[src/rtl/instr_prefetch.sv]
// Instruction prefetch unit.
// Issues sequential fetches over a busy/ready memory handshake and keeps
// returned words, tagged with their addresses, in a small FIFO. A jump
// flushes the FIFO and drops any response that is still in flight.
//
// state | meaning
// IDLE  | no request outstanding
// WAIT  | one request outstanding, response will be kept
// DROP  | one request outstanding, response will be discarded
module instr_prefetch #(
  parameter int ADDR_W  = 16,
  parameter int INSTR_W = 32,
  parameter int DEPTH   = 4,
  parameter int PC_STEP = 1,
  parameter logic [ADDR_W-1:0] RESET_PC = '0
) (
  input  logic                       clk,
  input  logic                       rst,
  output logic [ADDR_W-1:0]          fetch_addr,
  output logic                       fetch_req,
  input  logic                       e_mem_busy,
  input  logic                       e_mem_ready,
  input  logic [INSTR_W-1:0]         e_instr,
  output logic [INSTR_W-1:0]         instr_out,
  output logic [ADDR_W-1:0]          instr_pc,
  output logic                       instr_valid,
  input  logic                       instr_take,
  input  logic                       jump,
  input  logic [ADDR_W-1:0]          jump_addr,
  output logic [$clog2(DEPTH):0]     count
);

  localparam int PTR_W = $clog2(DEPTH);
  localparam int CNT_W = PTR_W + 1;

  typedef enum logic [1:0] {IDLE, WAIT, DROP} state_t;

  state_t              state;
  logic [ADDR_W-1:0]   fetch_pc;
  logic [PTR_W-1:0]    rd_ptr;
  logic [PTR_W-1:0]    wr_ptr;
  logic [INSTR_W-1:0]  mem_instr [DEPTH];
  logic [ADDR_W-1:0]   mem_pc    [DEPTH];
  logic                accept;
  logic                push;
  logic                pop;

  // Request only when idle with a guaranteed free slot, so a push can never overflow.
  assign fetch_req   = (state == IDLE) && (count < CNT_W'(DEPTH)) && !rst;
  assign fetch_addr  = fetch_pc;
  assign accept      = fetch_req && !e_mem_busy;
  // A jump in the response cycle wins: the word belongs to the abandoned stream.
  assign push        = (state == WAIT) && e_mem_ready && !jump;
  assign pop         = instr_take && (count != '0) && !jump;
  assign instr_valid = (count != '0);
  // Head is read from registered storage, so a pushed word appears one cycle later.
  assign instr_out   = instr_valid ? mem_instr[rd_ptr] : '0;
  assign instr_pc    = instr_valid ? mem_pc[rd_ptr]    : '0;

  // Fetch sequencing: outstanding-request state and the next fetch address.
  always_ff @(posedge clk) begin
    if (rst) begin
      state    <= IDLE;
      fetch_pc <= RESET_PC;
    end else begin
      if (jump) begin
        fetch_pc <= jump_addr;
      end else if (push) begin
        fetch_pc <= fetch_pc + ADDR_W'(PC_STEP);
      end
      case (state)
        IDLE: if (accept) state <= jump ? DROP : WAIT;
        WAIT: begin
          if (e_mem_ready)  state <= IDLE;
          else if (jump)    state <= DROP;
        end
        DROP: if (e_mem_ready) state <= IDLE;
        default: state <= IDLE;
      endcase
    end
  end

  // FIFO pointers and occupancy; a jump empties the buffer.
  always_ff @(posedge clk) begin
    if (rst || jump) begin
      rd_ptr <= '0;
      wr_ptr <= '0;
      count  <= '0;
    end else begin
      if (push) wr_ptr <= wr_ptr + 1'b1;
      if (pop)  rd_ptr <= rd_ptr + 1'b1;
      if (push && !pop)      count <= count + 1'b1;
      else if (pop && !push) count <= count - 1'b1;
    end
  end

  // FIFO storage; contents are qualified by count, so no reset is needed.
  always_ff @(posedge clk) begin
    if (!rst && push) begin
      mem_instr[wr_ptr] <= e_instr;
      mem_pc[wr_ptr]    <= fetch_pc;
    end
  end

endmodule

[config.mk]
export PLATFORM = sky130hd
export DESIGN_NAME = instr_prefetch
export DESIGN_NICKNAME = d
export VERILOG_FILES = /design/src/rtl/instr_prefetch.sv
export SDC_FILE = /design/constraint.sdc
export NUM_CORES = 1
export LEC_CHECK = 0
export BUFFER_PORTS_ARGS = -buffer_cell sky130_fd_sc_hd__buf_2
export CAP_MARGIN = 30
export CORE_UTILIZATION = 60
export CTS_CLUSTER_SIZE = 30
export DETAILED_ROUTE_END_ITERATION = 10
export GPL_TIMING_DRIVEN = 1
export PLACE_DENSITY = 0.8
export SLEW_MARGIN = 40
export SYNTH_ARGS = -nofsm -noshare
export SYNTH_HDL_FRONTEND = slang
export SYNTH_SLANG_ARGS = --single-unit
[constraint.sdc]
create_clock -name clk -period 6.7 [get_ports clk]
set_input_delay 1.34 -clock clk [delete_from_list [all_inputs] [get_ports clk]]
set_output_delay 1.34 -clock clk [all_outputs]
set_load 0.1 [all_outputs]
==> flow_summary_export.csv, run 1 <==
group,metric,value,unit
timing,fin_crit,3.84,ns
timing,hold_viol,0,
detailed_routing,detail_route.wl_per_cell,20.8,um
placement,io_buffers,122,
clocking,htreeDepth,1,
timing,setup_slack,2.86,ns
pwr,peakVddDrop,0.228,mV
synthesis,synth_area,8760,um^2
synthesis,ys_types,49,
clocking,clock_latency,0.48,ns
clocking,clock-sinks,219,
global_routing,antenna_found_initial,0,
pwr,powerDensity,277,nW/um^2
clocking,clockBufferDepth,3,
timing,fmax,260,MHz
critical_path,endpoint_kind,"primary output",
synthesis,syn_nets,540,
floorplanning,rows,43,
detailed_routing,routed_wl,16.7,mm
placement,dp_hpwl,10.3,mm
clocking,post-cts-setup-buffers,0,
synthesis,synth.top_cell.area_share,65.8,%
synthesis,syn_area_per_cell,18.3,um^2
floorplanning,fp.dieH,123,um
global_routing,gr-total-overflow,0,
timing,maxSlewHeadroom,50.3,%
timing,rsz0062_at_grt,"no",
critical_path,cp_max_fo,26,
synthesis,ys_warn_count,0,
synthesis,synth_area_leaders,"edfxtp_1, mux4_2, dfxtp_1, and2_1, nor2_1",
synthesis,synth_top_area_cell,"edfxtp_1",
critical_path,crit_type,"flip-flop to primary output",
placement,pre_cts_ws,2.59,ns
floorplanning,initial_core_util,62.4,%
synthesis,synth_cells,479,
clocking,hold_buffers,0,
timing,drv_slew,0,
synthesis,synth-edff-count,192,
flow_run,max_cap_viol_count,0,
clocking,cts_buffers,22,
final_layout,area_growth,17.3,%
clocking,root_buffer,"clkbuf_16",
synthesis,async_reset_ff_share,0,%
detailed_routing,vias,4701,
critical_path,reg2reg_depth,8,
floorplanning,die_w,123,um
final_layout,antenna_cells,0,
critical_path,arrival,2.50,ns
min_path,hold_class,"flip-flop to flip-flop",
detailed_routing,vias_per_cell,5.85,
floorplanning,ioPinCount,123,
timing,fin_setup_tns,0,ns
status,run_status,"completed",
critical_path,start_kind,"flip-flop",
timing,tightest_slew,0.741,ns
clocking,cts.clk_slew.worst_paths,0.06,ns
placement,place_congestion,0.853,
detailed_routing,firstDrtPassIters,5,
timing,fin_worst_skew,0.00951,ns
clocking,cts_tree,"done",
detailed_routing,drc,0,
final_layout,drive_above_1_share,36.3,%
detailed_routing,drt-initial-drc-count,369,
final_layout,final_util,73.2,%
global_routing,grt_max_degree,52,
pwr,p_leak,3.64,nW
timing,min_period_over_period,57.3,%
min_path,holdPathStages,2,
final_layout,nNetsFinal,670,
synthesis,yosysSeqAreaShare,72.0,%
global_routing,grt_pass1_vias,4695,
synthesis,ys.flop_type,"edfxtp_1",
floorplanning,die-area,15100,um^2
timing,setup_viol,0,
pwr,finalPower,2.84,mW
synthesis,yosys_register_bits,219,
detailed_routing,antenna_left,0,
critical_path,worst_ep_required_time,5.36,ns
clocking,ctsResizeCount,0,
floorplanning,core,14000,um^2
global_routing,grt_pass1_wl,25.3,mm
global_routing,grt_usage,22.5,%
cell usage in the layout, fill, tap and decap left out, types with 2 or more instances in the layout:
cell type and n:
nor4_1 2, a21oi_1 6, nor4_2 4, o21ai_0 2, clkinv_1 3, nand2_1 15, clkbuf_8 3, and3_1 2
dfxtp_1 25, and2_1 49, clkbuf_1 4, buf_2 122, a211oi_1 5, or3_1 2, nor2b_1 2, ha_1 6
nor2_1 24, inv_1 9, mux2i_1 3, buf_4 5, nand3_1 4, edfxtp_1 192, clkinv_2 2, and4_1 2
nor3_1 4, nand4_1 5, nand4b_1 2, xnor2_1 9, clkbuf_16 25, xor2_1 5, mux4_2 48, a211oi_2 3
and2_2 4
cell type report:
| cell class | count | area (um^2) |
|---|---|---|
| Timing Repair Buffer | 128 | 668 |
| Sequential cell | 219 | 6310 |
| Multi-Input combinational cell | 228 | 2320 |
| Tap cell | 180 | 225 |
| Clock inverter | 6 | 33.8 |
| Inverter | 10 | 37.5 |
| Clock buffer | 32 | 682 |
| Fill cell | 812 | 3770 |
sequential cells by signal (all words and copies together), names as in the netlist, named ones only:
| register | flops |
|---|---|
| wr_ptr | 2 |
| count | 3 |
| rd_ptr | 2 |
| state | 2 |
| mem_pc | 64 |
| fetch_addr | 16 |
| mem_instr | 128 |
per-stage QoR:
step           std cells  cell area (um^2)  hold WS (ns)
2_1_floorplan        479              8760         0.466
3_3_place_gp         764              9540         0.486
3_5_place_dp         765              9560         0.490
4_1_cts              803             10300         0.504
5_1_grt              803             10300         0.524
6_report             803             10300         0.502
routing by layer:
layer  routed length (um)  GRT usage, %  vias up  part of all wire, %
li1                     -             -     2139                    -
met1                 7040          32.4     2352                   42
met2                 8320          36.1      183                   50
met3                  999          3.76       27                  6.0
met4                  302          5.79        0                  1.8
met5                    0             0        -                    0
cell usage after synthesis, drive strengths merged (8+ instances only):
library cell and number:
a211oi 8, xnor2 9, nand2 15, mux4 48, dfxtp 27, clkbuf 10
inv 9, nor2 24, and2 53, edfxtp 192, buf 12
power breakdown:
part	internal (mW)	switching, mW	total (mW)
Sequential	1.49	0.0205	1.51
Clock	0.705	0.475	1.18
Combinational	0.0334	0.116	0.149
Total	2.23	0.612	2.84
cell families (layout without fill, tap and decap cells):
| family | count (synthesis) | count (layout) | synth area share (%) |
|---|---|---|---|
| flops | 219 | 219 | 72.0 |
| simple gates | 130 | 130 | 8.86 |
| mux | 51 | 51 | 12.7 |
| buf+inv | 32 | 176 | 1.64 |
| compound gates | 26 | 26 | 2.31 |
| xor+xnor | 14 | 14 | 1.40 |
| fa+ha+maj | 7 | 7 | 1.09 |
path summary, 6_finish.rpt:
path | startpoint | to | slack, ns
worst max register to register | count[2]$_SDFFE_PP0P_ | count[2]$_SDFFE_PP0P_ | 4.13
worst max-delay path | flip-flop | instr_pc[7] | 2.86
worst min-delay path | wr_ptr[0]$_SDFFE_PP0P_ | wr_ptr[0]$_SDFFE_PP0P_ | 0.50
worst min register to register | wr_ptr[0]$_SDFFE_PP0P_ | wr_ptr[0]$_SDFFE_PP0P_ | 0.50
critical path, cell delays in order, from the launching register on:
cell,delay [ns]
dfxtp_4,0.66
buf_12,0.30
mux4_2,0.54
and2_1,0.19
buf_2,0.29
Power figures use the tool's default switching activity.
==> run 2: changes to the inputs <==
Settings changed: CORE_UTILIZATION 60 to 57, PLACE_DENSITY 0.8 to 0.76.
Clock period 6.7 ns to 3.6 ns, I/O delays scaled along.
==> run 2 against run 1 <==
Against the previous run:
- clock skew is 0.0019 ns lower
- critical path type unchanged
- non-clock buffer count up 5
- combinational power grew 88%
- register-to-register slack got worse by 3.1 ns
- first-iteration DRC count fell by 7.9%
- sequential share of layout area fell by 0.13 points
- utilization decreased by 3.4 points
- critical path depth unchanged
- clock power rose by 72%
==> flow_summary_export.csv, run 2 (synthesis gave the netlist of run 1 again) <==
group,metric,value,unit
placement,io_buffers,122,
global_routing,grt_pass1_wl,26.7,mm
timing,tightest_slew,0.536,ns
clocking,cts_tree,"done",
timing,fin_setup_tns,0,ns
timing,fin_worst_skew,0.00756,ns
detailed_routing,vias,4775,
detailed_routing,vias_per_cell,5.87,
clocking,clockBufferDepth,3,
final_layout,nNetsFinal,675,
final_layout,antenna_cells,0,
clocking,hold_buffers,0,
placement,dp.cells,774,
clocking,cts_buffers,22,
final_layout,largest_reg_flops,128,
final_layout,final-instance-count-excl-fill,814,
detailed_routing,firstDrtPassIters,4,
final_layout,area_growth,17.6,%
detailed_routing,detail_route.wl_per_cell,20.6,um
detailed_routing,antenna_left,0,
timing,maxSlewHeadroom,64.3,%
floorplanning,fp.dieH,126,um
global_routing,grt_usage,21.9,%
placement,place_congestion,0.819,
timing,drv_slew,0,
floorplanning,rows,44,
status,run_status,"completed",
clocking,post-cts-setup-buffers,0,
floorplanning,die_w,126,um
final_layout,layout_commonest_cell,"edfxtp_1",
pwr,peakVddDrop,0.287,mV
final_layout,drive_above_1_share,35.7,%
timing,fmax,318,MHz
clocking,htreeDepth,1,
min_path,hold_class,"input port to flip-flop",
global_routing,gr-total-overflow,0,
clocking,clock-sinks,219,
detailed_routing,drc,0,
clocking,ctsResizeCount,0,
timing,setup_slack,0.453,ns
clocking,clock_latency,0.49,ns
detailed_routing,drt-initial-drc-count,340,
flow_run,max_cap_viol_count,0,
critical_path,arrival,2.43,ns
placement,pre_cts_ws,0.807,ns
clocking,root_buffer,"clkbuf_16",
floorplanning,core,14800,um^2
floorplanning,initial_core_util,59.4,%
clocking,cts.clk_slew.worst_paths,0.06,ns
critical_path,cp_max_fo,22,
floorplanning,die-area,15900,um^2
timing,hold_viol,0,
critical_path,start_kind,"flip-flop",
pwr,p_leak,3.64,nW
floorplanning,ioPinCount,123,
final_layout,layout_common_cells,"edfxtp_1, buf_2, and2_1",
timing,rsz0062_at_grt,"no",
timing,setup_viol,0,
critical_path,worst_ep_required_time,2.88,ns
global_routing,grt_max_degree,49,
timing,hold_ws,0.449,ns
detailed_routing,routed_wl,16.7,mm
placement,dp_hpwl,10.5,mm
final_layout,largest-register,"mem_instr",
timing,fin_crit,3.15,ns
critical_path,crit_type,"flip-flop to primary output",
pwr,powerDensity,498,nW/um^2
global_routing,grt_pass1_vias,5006,
global_routing,antenna_found_initial,0,
critical_path,endpoint_kind,"primary output",
final_layout,final_util,69.8,%
timing,min_period_over_period,87.4,%
[run 2: cell types whose count changed in the layout (fill, tap and decap cells not counted)]
| cell | previous run | this run |
|---|---|---|
| buf_12 | 1 | 5 |
| buf_4 | 5 | 6 |
| clkbuf_1 | 4 | 11 |
| clkbuf_16 | 25 | 23 |
| clkbuf_8 | 3 | 0 |
| clkinv_1 | 3 | 4 |
| clkinv_2 | 2 | 3 |
| clkinv_4 | 1 | 0 |
| clkinvlp_4 | 1 | 0 |
| nor4_1 | 2 | 1 |
| nor4_2 | 4 | 5 |
| or3_1 | 2 | 3 |
| or3_4 | 1 | 0 |
[run 2: worst paths after layout]
path                          startpoint                        end  slack (ns)  cells after the start
setup / recovery               flip-flop              instr_out[17]        0.45                      4
hold / removal                e_instr[5]  mem_instr[3][5]$_DFFE_PP_        0.45                      1
setup reg to reg   count[2]$_SDFFE_PP0P_      count[2]$_SDFFE_PP0P_        1.03                      9
hold reg to reg   wr_ptr[1]$_SDFFE_PP0P_     wr_ptr[1]$_SDFFE_PP0P_        0.50                      2
[run 2: power by group]
part	internal (mW)	total [mW]	leakage, nW	switching (mW)
registers	2.78	2.82	1.96	0.0385
logic	0.0635	0.280	1.37	0.217
clock network	1.18	2.03	0.313	0.852
total	4.02	5.13	3.64	1.11
[run 2: critical path, cell delays in order (launching register included)]
cell and delay, ns:
dfxtp_4 0.65, buf_4 0.31, mux4_2 0.52, and2_1 0.17
buf_2 0.29
[run 2: metrics by stage]
stage	total power [mW]	instance area (um^2)
floorplan	3.06	8760
global placement	3.14	9650
detailed placement	3.15	9650
CTS	5.16	10300
global route	5.28	10300
finish	5.13	10300
[run 2: cell type report]
cell class,count,area (um^2)
Clock inverter,6,26.3
Multi-Input combinational cell,228,2320
Inverter,10,37.5
Fill cell,968,4460
Timing Repair Buffer,133,756
Clock buffer,34,617
Sequential cell,219,6310
Tap cell,184,230
[run 2: metal layers]
metal | vias to the layer above | track usage [%] | wire length, um
li1 | 2155 | - | -
met2 | 191 | 36.3 | 8200
met3 | 36 | 3.27 | 964
met4 | 0 | 7.87 | 463
met1 | 2393 | 30.0 | 7110
met5 | - | 0 | 0
